File: config.mk
export PLATFORM = sky130hd
export DESIGN_NAME = cpu_paddle_driver
export DESIGN_NICKNAME = d
export VERILOG_FILES = /design/src/rtl/cpu_paddle_driver.sv
export SDC_FILE = /design/constraint.sdc
export NUM_CORES = 1
export LEC_CHECK = 0
export CAP_MARGIN = 40
export CORE_ASPECT_RATIO = 0.8
export CORE_MARGIN = 2
export CORE_UTILIZATION = 42
export CTS_CLUSTER_SIZE = 14
export DETAILED_ROUTE_END_ITERATION = 16
export PLACE_DENSITY = 0.71
export SLEW_MARGIN = 20
export SYNTH_ARGS = -nofsm -noshare
export SYNTH_HDL_FRONTEND = slang
export SYNTH_SLANG_ARGS = --single-unit
File: constraint.sdc
create_clock -name clk_1ms -period 6.05 [get_ports clk_1ms]
set_clock_uncertainty 0.05 [all_clocks]
set_input_delay 0.605 -clock clk_1ms [delete_from_list [all_inputs] [get_ports clk_1ms]]
set_output_delay 0.605 -clock clk_1ms [all_outputs]
set_load 0.02 [all_outputs]
File: src/rtl/cpu_paddle_driver.sv
// Computer opponent for one paddle: watches the ball on the 1 ms tick and
// drives the paddle's active-low up/down buttons toward a target y.
module cpu_paddle_driver #(
    parameter int unsigned H_ACTIVE  = 640,
    parameter int unsigned V_ACTIVE  = 480,
    parameter int unsigned SIDE      = 1,
    parameter int unsigned SAMPLE_MS = 4,
    parameter int unsigned REACT_MS  = 20,
    parameter int unsigned DEADBAND  = 4,
    parameter int unsigned MAX_RUN   = 200,
    parameter int unsigned REST_MS   = 30
) (
    input  logic       clk_1ms,
    input  logic       reset,
    input  logic       enable,
    input  logic [9:0] x_ball,
    input  logic [9:0] y_ball,
    input  logic [9:0] y_paddle,
    output logic       btn_up_n,
    output logic       btn_down_n,
    output logic [2:0] state
);

    localparam int unsigned XW = (H_ACTIVE > 1) ? $clog2(H_ACTIVE) : 1;
    localparam int unsigned SW = (SAMPLE_MS > 1) ? $clog2(SAMPLE_MS) : 1;
    localparam int unsigned RW = (REACT_MS > 1) ? $clog2(REACT_MS) : 1;
    localparam int unsigned UW = $clog2(MAX_RUN + 1);
    localparam int unsigned TW = (REST_MS > 1) ? $clog2(REST_MS) : 1;

    localparam logic [9:0]         CENTER = 10'(V_ACTIVE / 2);
    localparam logic signed [10:0] DB     = 11'(DEADBAND);
    localparam logic signed [10:0] NEG_DB = -DB;

    localparam logic [2:0] IDLE     = 3'd0;
    localparam logic [2:0] RECENTER = 3'd1;
    localparam logic [2:0] WAIT     = 3'd2;
    localparam logic [2:0] TRACK    = 3'd3;
    localparam logic [2:0] REST     = 3'd4;

    logic [SW-1:0] sample_cnt;
    logic [XW-1:0] x_prev;
    logic          prev_valid;
    logic          approach;
    logic [9:0]    target;
    logic [RW-1:0] react_cnt;
    logic [UW-1:0] run_cnt;
    logic [TW-1:0] rest_cnt;

    logic [2:0]    state_next;
    logic [9:0]    target_next;
    logic [RW-1:0] react_next;
    logic [UW-1:0] run_next;
    logic [TW-1:0] rest_next;
    logic          up_next;
    logic          down_next;

    logic               sample;
    logic [XW-1:0]      x_cur;
    logic               approach_now;
    logic signed [10:0] err;
    logic               want_up;
    logic               want_down;

    assign sample = (sample_cnt == SW'(SAMPLE_MS - 1));
    assign x_cur  = XW'(x_ball);

    // Direction decision; an unchanged x keeps the previous verdict.
    always_comb begin
        approach_now = approach;
        if (sample && prev_valid) begin
            if (x_cur > x_prev) begin
                approach_now = (SIDE != 0);
            end else if (x_cur < x_prev) begin
                approach_now = (SIDE == 0);
            end
        end
    end

    assign err       = $signed({1'b0, target}) - $signed({1'b0, y_paddle});
    assign want_down = (err > DB);
    assign want_up   = (err < NEG_DB);

    always_comb begin
        state_next  = state;
        target_next = target;
        react_next  = react_cnt;
        run_next    = run_cnt;
        rest_next   = rest_cnt;

        if (state == TRACK && sample) begin
            target_next = y_ball;
        end

        case (state)
            IDLE: begin
                state_next  = RECENTER;
                target_next = CENTER;
            end
            RECENTER: begin
                if (sample && prev_valid && approach_now) begin
                    state_next = WAIT;
                    react_next = '0;
                end
            end
            WAIT: begin
                // A receding ball outranks the reaction timeout.
                if (sample && !approach_now) begin
                    state_next  = RECENTER;
                    target_next = CENTER;
                end else if (react_cnt == RW'(REACT_MS - 1)) begin
                    state_next  = TRACK;
                    run_next    = '0;
                    target_next = y_ball;
                end else begin
                    react_next = react_cnt + RW'(1);
                end
            end
            TRACK: begin
                if (sample && !approach_now) begin
                    state_next  = RECENTER;
                    target_next = CENTER;
                end else if (run_cnt == UW'(MAX_RUN)) begin
                    state_next = REST;
                    rest_next  = '0;
                end else if (want_up || want_down) begin
                    run_next = run_cnt + UW'(1);
                end else begin
                    run_next = '0;
                end
            end
            REST: begin
                if (rest_cnt == TW'(REST_MS - 1)) begin
                    if (approach_now) begin
                        state_next  = TRACK;
                        run_next    = '0;
                        target_next = y_ball;
                    end else begin
                        state_next  = RECENTER;
                        target_next = CENTER;
                    end
                end else begin
                    rest_next = rest_cnt + TW'(1);
                end
            end
            default: begin
                state_next = IDLE;
            end
        endcase

        if (!enable) begin
            state_next = IDLE;
        end

        // Buttons only move the paddle while staying in a driving state.
        up_next   = 1'b1;
        down_next = 1'b1;
        if (state_next == state && (state == RECENTER || state == TRACK)) begin
            up_next   = !want_up;
            down_next = !want_down;
        end
    end

    always_ff @(posedge clk_1ms) begin
        if (!reset) begin
            state      <= IDLE;
            btn_up_n   <= 1'b1;
            btn_down_n <= 1'b1;
            sample_cnt <= '0;
            x_prev     <= '0;
            prev_valid <= 1'b0;
            approach   <= 1'b0;
            target     <= CENTER;
            react_cnt  <= '0;
            run_cnt    <= '0;
            rest_cnt   <= '0;
        end else begin
            state      <= state_next;
            btn_up_n   <= up_next;
            btn_down_n <= down_next;
            sample_cnt <= sample ? '0 : sample_cnt + SW'(1);
            approach   <= approach_now;
            if (sample) begin
                x_prev     <= x_cur;
                prev_valid <= 1'b1;
            end
            target    <= target_next;
            react_cnt <= react_next;
            run_cnt   <= run_next;
            rest_cnt  <= rest_next;
        end
    end

endmodule

==> results of run 1 <==
path summary, 6_finish.rpt:
check | start | endpoint | slack, ps | depth (start not counted)
min reg2reg | sample_cnt[0] | sample_cnt[0] | 400 | 1
max reg2reg | sample_cnt[0] | run_cnt[2] | 3030 | 9
min | sample_cnt[0] | sample_cnt[0] | 400 | 1
max | x_ball[9] | run_cnt[2] | 2640 | 10
final cells by class:
class                           count  share of cell area (%)
Sequential cell                    47                    25.5
Clock buffer                        7                    2.62
Multi-Input combinational cell    288                    54.7
Tap cell                           90                    3.06
Timing Repair Buffer               38                    10.5
Clock inverter                      1                   0.204
Inverter                           34                    3.46
stage by stage:
| step | std cells | setup WS, ps | cell area, um^2 |
|---|---|---|---|
| after global routing | 505 | 2330 | 3680 |
| after global placement | 496 | 2410 | 3560 |
| after CTS | 505 | 2620 | 3680 |
| after floorplan | 379 | 3230 | 3130 |
| after detailed placement | 497 | 2330 | 3580 |
| final | 505 | 2640 | 3680 |
kinds of logic after synthesis:
kind of cell               Yosys count  synth area share [%]
buffers and inverters               44                  5.75
DFF                                 47                  30.0
xor gates and xnor gates            11                  3.07
muxes                               15                  4.95
adders and majority gates           27                  11.0
AOI/OAI and AO/OA                   94                  21.6
and+or+nand+nor                    141                  23.6
Yosys cell counts (all sizes together) (6+ instances only):
master | number | area [um^2]
dfxtp | 47 | 941
inv | 34 | 128
nor2 | 34 | 130
nand2 | 29 | 109
a21oi | 27 | 143
ha | 26 | 325
nor2b | 18 | 120
o21ai | 18 | 90.1
mux2i | 14 | 140
nand3 | 14 | 70.1
buf | 8 | 45.0
nor3 | 8 | 40.0
or3 | 6 | 37.5
xor2 | 6 | 52.6
state kept, by name, indices dropped and copies added (netlist names), 2 cells and up:
register    count
state           3
run_cnt         8
target         10
sample_cnt      2
x_prev         10
react_cnt       5
rest_cnt        5
worst max-delay path, cell delays in order:
cell and delay, ps:
clkdlybuf4s50_1 430, ha_1 330, and4_1 230, a41oi_1 210
o22ai_1 90, o21ba_1 580, o211ai_1 190, a221oi_2 620
a21oi_1 150, mux2i_1 150
per-layer routing:
layer,part of all wire (%),up-vias
met3,4.4,8
li1,-,1423
met5,0,-
met4,1.3,0
met1,49,1294
met2,46,57
power breakdown:
group	switching (W)	leakage (nW)	internal (W)
combinational	0.0000571	0.988	0.0000565
sequential	0.00000410	0.380	0.000316
clock	0.000109	0.0505	0.000104
total	0.000170	1.42	0.000476
==> impl_results.md, run 1 <==
* GR Layer Usage met1 at 22.8%
* Commonest non-fill, non-tap cell in the layout: dfxtp_1
* Post-synth EDFFs at 0
* Final slew viol count at 0
* RSZ-0062 raised after global routing: false
* Yosys cell types at 64
* Vias in the first global route at 2664
* Initial DRC count at 198
* CTS H-Tree Depth at 2
* Final setup vio count at 0
* Arr. time, crit path at 3590 ps
* VDD IR max at 80.9 uV
* TritonCTS buffer count at 5
* Power Density at 176 nW/um^2
* Area of the multi-input gates at 2010 um^2
* Worst path required time at 6230 ps
* Starting Density at 42.8%
* First-pass GRT wire length at 11.9 mm
* Startpoint Class: input pin
* First drt pass iteration count at 4
* Global-route usage over all layers at 17.9%
* Floorplan core area at 7320 um^2
* Remaining DRCs at 0
* Wire per inst at 13.6 um
* Total power draw at 0.000647 W
* Die H at 81.3 um
* Layout cells sized above 1 at 6.51%
* Least-Margin Pin Slew at 742 ps
* Final ANT Viol Nets at 0
* Full die area at 8170 um^2
* Gr ovfl total at 0
* FF+latch count, synth at 47
* Primary FF master, synth: dfxtp_1
* CP max FO at 17
* Mapped cell area at 3130 um^2
* CTS tree: done
* Seq/Total Area, Yosys at 30.0%
* DR vias at 2782
* Final WL at 6.86 mm
* Worst-Skew Late Latency at 300 ps
* M3 GR Usage at 3.53%
* CP Capture Type: flip-flop
* Core Util, Final at 50.3%
* CTS Buffer Depth at 2
* Crit share post-route at 56.4%
* Mapped Cells at 379
* Clk slew on worst S/H paths at 90 ps
* Leakage power at 1.42 nW
* DP HPWL at 5.37 mm
* Diode count at 0
* Cell row count at 28
* CTS Root Cell: clkbuf_8
* Die W at 101 um
* Avg Inst Size Synth at 8.27 um^2
* Crit Path Category: input pin to flip-flop
* Status: finished clean
* Hold crit path type: flip-flop to flip-flop
* CTS resizes at 0
* Reg area at 941 um^2
* Final-stage net count at 474
* Largest net degree at the start of global routing at 27
* Most frequent cells in the layout: 47 x dfxtp_1, 37 x clkdlybuf4s50_1, 34 x inv_1
* Vias per cell at 5.51
* Final Hold Fails at 0
* Syn_nets at 439
* Achievable Freq at 0.293 GHz
* CTS sink count at 47
* GRT busiest layer: met2
* # IOs at 38
* Cts hold-fix bufs at 0
* Final Hold Slack at 400 ps
* Area grow syn2layout at 17.5%
* Initial antenna violation count at 0
* IO buf count at 37
* GR Util met2 at 30.7%
* Setup_tns at 0 ps
* Placer Congestion at 0.875
* Ys async rst share at 0%
* Max-cap violations at 0
* Slew HR at 50.4%
* Yosys warns at 0
* Min Tclk post-route at 3410 ps
* Fillers at 695
* Post-CTS setup buffers at 0
No activity file was read; power rests on OpenSTA's default activity.
==> run 2: changes to the inputs <==
- PLACE_DENSITY: 0.71 -> 0.73
- clock period: 6.05 -> 3 ns (I/O delays scaled with it)
==> impl_results.md, run 2 (synthesis gave the netlist of run 1 again) <==
* Clk slew on worst S/H paths at 90 ps (about the same)
* Cell Chain, Critical Path: clkdlybuf4s50_1 > ha_1 > fa_2 > nor2b_4 > o31a_1 > or3_4 > a221oi_2 > and4b_2 > a221oi_4 > buf_12 > mux2_4
* TritonCTS buffer count at 5 (unchanged)
* Least-Margin Pin Slew at 634 ps (-107 ps)
* Setup_tns at 0 ps (unchanged)
* Slowest cell on crit path: clkdlybuf4s50_1
* Cell row count at 28 (unchanged)
* Crit share post-route at 96.2%
* CTS Buffer Depth at 2 (unchanged)
* DP HPWL at 5.77 mm (+7.4%)
* Critical path endpoint: run_cnt[0]
* CP Capture Type: flip-flop
* IO buf count at 37 (unchanged)
* Worst-Skew Late Latency at 320 ps (+20 ps)
* CTS tree: done
* Crit Path Category: input pin to flip-flop
* Starting Density at 42.8% (unchanged)
* Vias per cell at 5.59 (+1.5%)
* Finished Layout Cells at 533 (+5.5%)
* Global-route usage over all layers at 18.9% (+0.96 points)
* Final-stage net count at 502 (+5.9%)
* Placed Area at 3770 um^2 (+5.5%)
* Largest net degree at the start of global routing at 18 (-33%)
* Cts hold-fix bufs at 0 (unchanged)
* CTS sink count at 47 (unchanged)
* Reg2reg end: run_cnt[0]
* Initial DRC count at 136 (-31%)
* Commonest non-fill, non-tap cell in the layout: dfxtp_1
* Placer Congestion at 0.933 (+6.6%)
* Layout cells sized above 1 at 13.8% (+7.3 points)
* Setup ws final at 115 ps (-2520 ps)
* Most frequent cells in the layout: 47 x dfxtp_1, 37 x clkdlybuf4s50_1, 34 x inv_1
* Final setup vio count at 0 (unchanged)
* Achievable Freq at 0.347 GHz
* VDD IR max at 216 uV (+170%)
* Dpl cells at 524 (+5.4%)
* Leakage power at 1.57 nW (+10%)
* Critical path startpoint: y_paddle[0]
* Power Density at 352 nW/um^2 (+100%)
* Arr. time, crit path at 3030 ps (-560 ps)
* CP max FO at 11 (-6)
* Slew HR at 57.1% (+6.8 points)
* Wire per inst at 13.9 um (+2.2%)
* Status: finished clean
* Biggest regs: target x10, x_prev x10, run_cnt x8
* First-pass GRT wire length at 12.4 mm (+4.9%)
* WP depth at 11 (+1)
* Gr ovfl total at 0 (unchanged)
* Post-route cell area at 3970 um^2 (+7.9%)
* Initial antenna violation count at 0 (unchanged)
* Final ANT Viol Nets at 0 (unchanged)
* Setup slack at placement at -410 ps (-2740 ps)
* Diode count at 0 (unchanged)
* First drt pass iteration count at 4 (unchanged)
* R2R Path Start: target[0]
* Vias in the first global route at 2878 (+8.0%)
* Startpoint Class: input pin
* Max-cap violations at 0 (unchanged)
* RSZ-0062 raised after global routing: false
* CTS Root Cell: clkbuf_8
* Floorplan core area at 7320 um^2 (unchanged)
* R2r setup slk at 180 ps (-2850 ps)
* DR vias at 2981 (+7.2%)
* Hold crit path type: flip-flop to flip-flop
* Buf/Inv on CP at 2 (+1)
* # IOs at 38 (unchanged)
* Final Hold Fails at 0 (unchanged)
* Die W at 101 um (unchanged)
* Crit-path leading delay family: compound AO/OA/AOI/OAI gates
* Final WL at 7.41 mm (+7.9%)
* Worst path required time at 3150 ps (-3080 ps)
* Full die area at 8170 um^2 (unchanged)
* Remaining DRCs at 0 (unchanged)
* Final Hold Slack at 404 ps (+4.24 ps)
* Worst path max stage delay at 460 ps (-160 ps)
* Final slew viol count at 0 (unchanged)
* CTS H-Tree Depth at 2 (unchanged)
* Reg2Reg Depth at 11 (+2)
* Min Tclk post-route at 2890 ps
* Area grow syn2layout at 26.8%
* Die H at 81.3 um (unchanged)
[run 2: cell types whose count changed in the layout (fill, tap and decap cells not counted), sizes merged]
cell,before,now
inv,34,35
clkbuf,7,5
buf,1,29
bufinv,0,1
[run 2: layer usage]
metal / track usage (%) / wire [um]
met1: 23.5 / 3380
met3: 3.10 / 400
met4: 6.71 / 120
met2: 33.1 / 3510
met5: 0 / 0
[run 2: per-stage QoR]
step	util (%)	power (W)
floorplan	-	0.000803
CTS	53.3	0.00140
global route	54.3	0.00146
detailed placement	51.6	0.000914
finish	54.3	0.00140
global placement	51.6	0.000907
[run 2: area by class of cell]
class / count / area (um^2)
Sequential cell: 47 / 941
Inverter: 34 / 128
Fill cell: 672 / 3350
Clock buffer: 5 / 68.8
Timing Repair Buffer: 66 / 601
Multi-Input combinational cell: 288 / 2080
Clock inverter: 3 / 46.3
Tap cell: 90 / 113
[run 2: worst min path at each step]
stage	start	to	slack, ps	depth (start not counted)
finish	sample_cnt[0]	sample_cnt[0]	400	1
global route	sample_cnt[0]	sample_cnt[0]	440	1
CTS	sample_cnt[0]	sample_cnt[0]	410	1
detailed placement	sample_cnt[0]	sample_cnt[0]	390	1
global placement	sample_cnt[0]	sample_cnt[0]	370	1
floorplan	sample_cnt[0]	sample_cnt[0]	350	1
[run 2: where the power goes]
part	internal (W)	total (W)	switching, W	leakage (nW)
Clock	0.000251	0.000482	0.000231	0.0548
Combinational	0.000139	0.000270	0.000131	1.13
Sequential	0.000637	0.000646	0.00000882	0.380
[run 2: repair_timing]
item	in CTS	in global routing
gates resized for setup	1	9
endpoints found under the setup margin	8	5
hold endpoints to repair	0	0
pin swaps	0	3
setup buffers	0	1
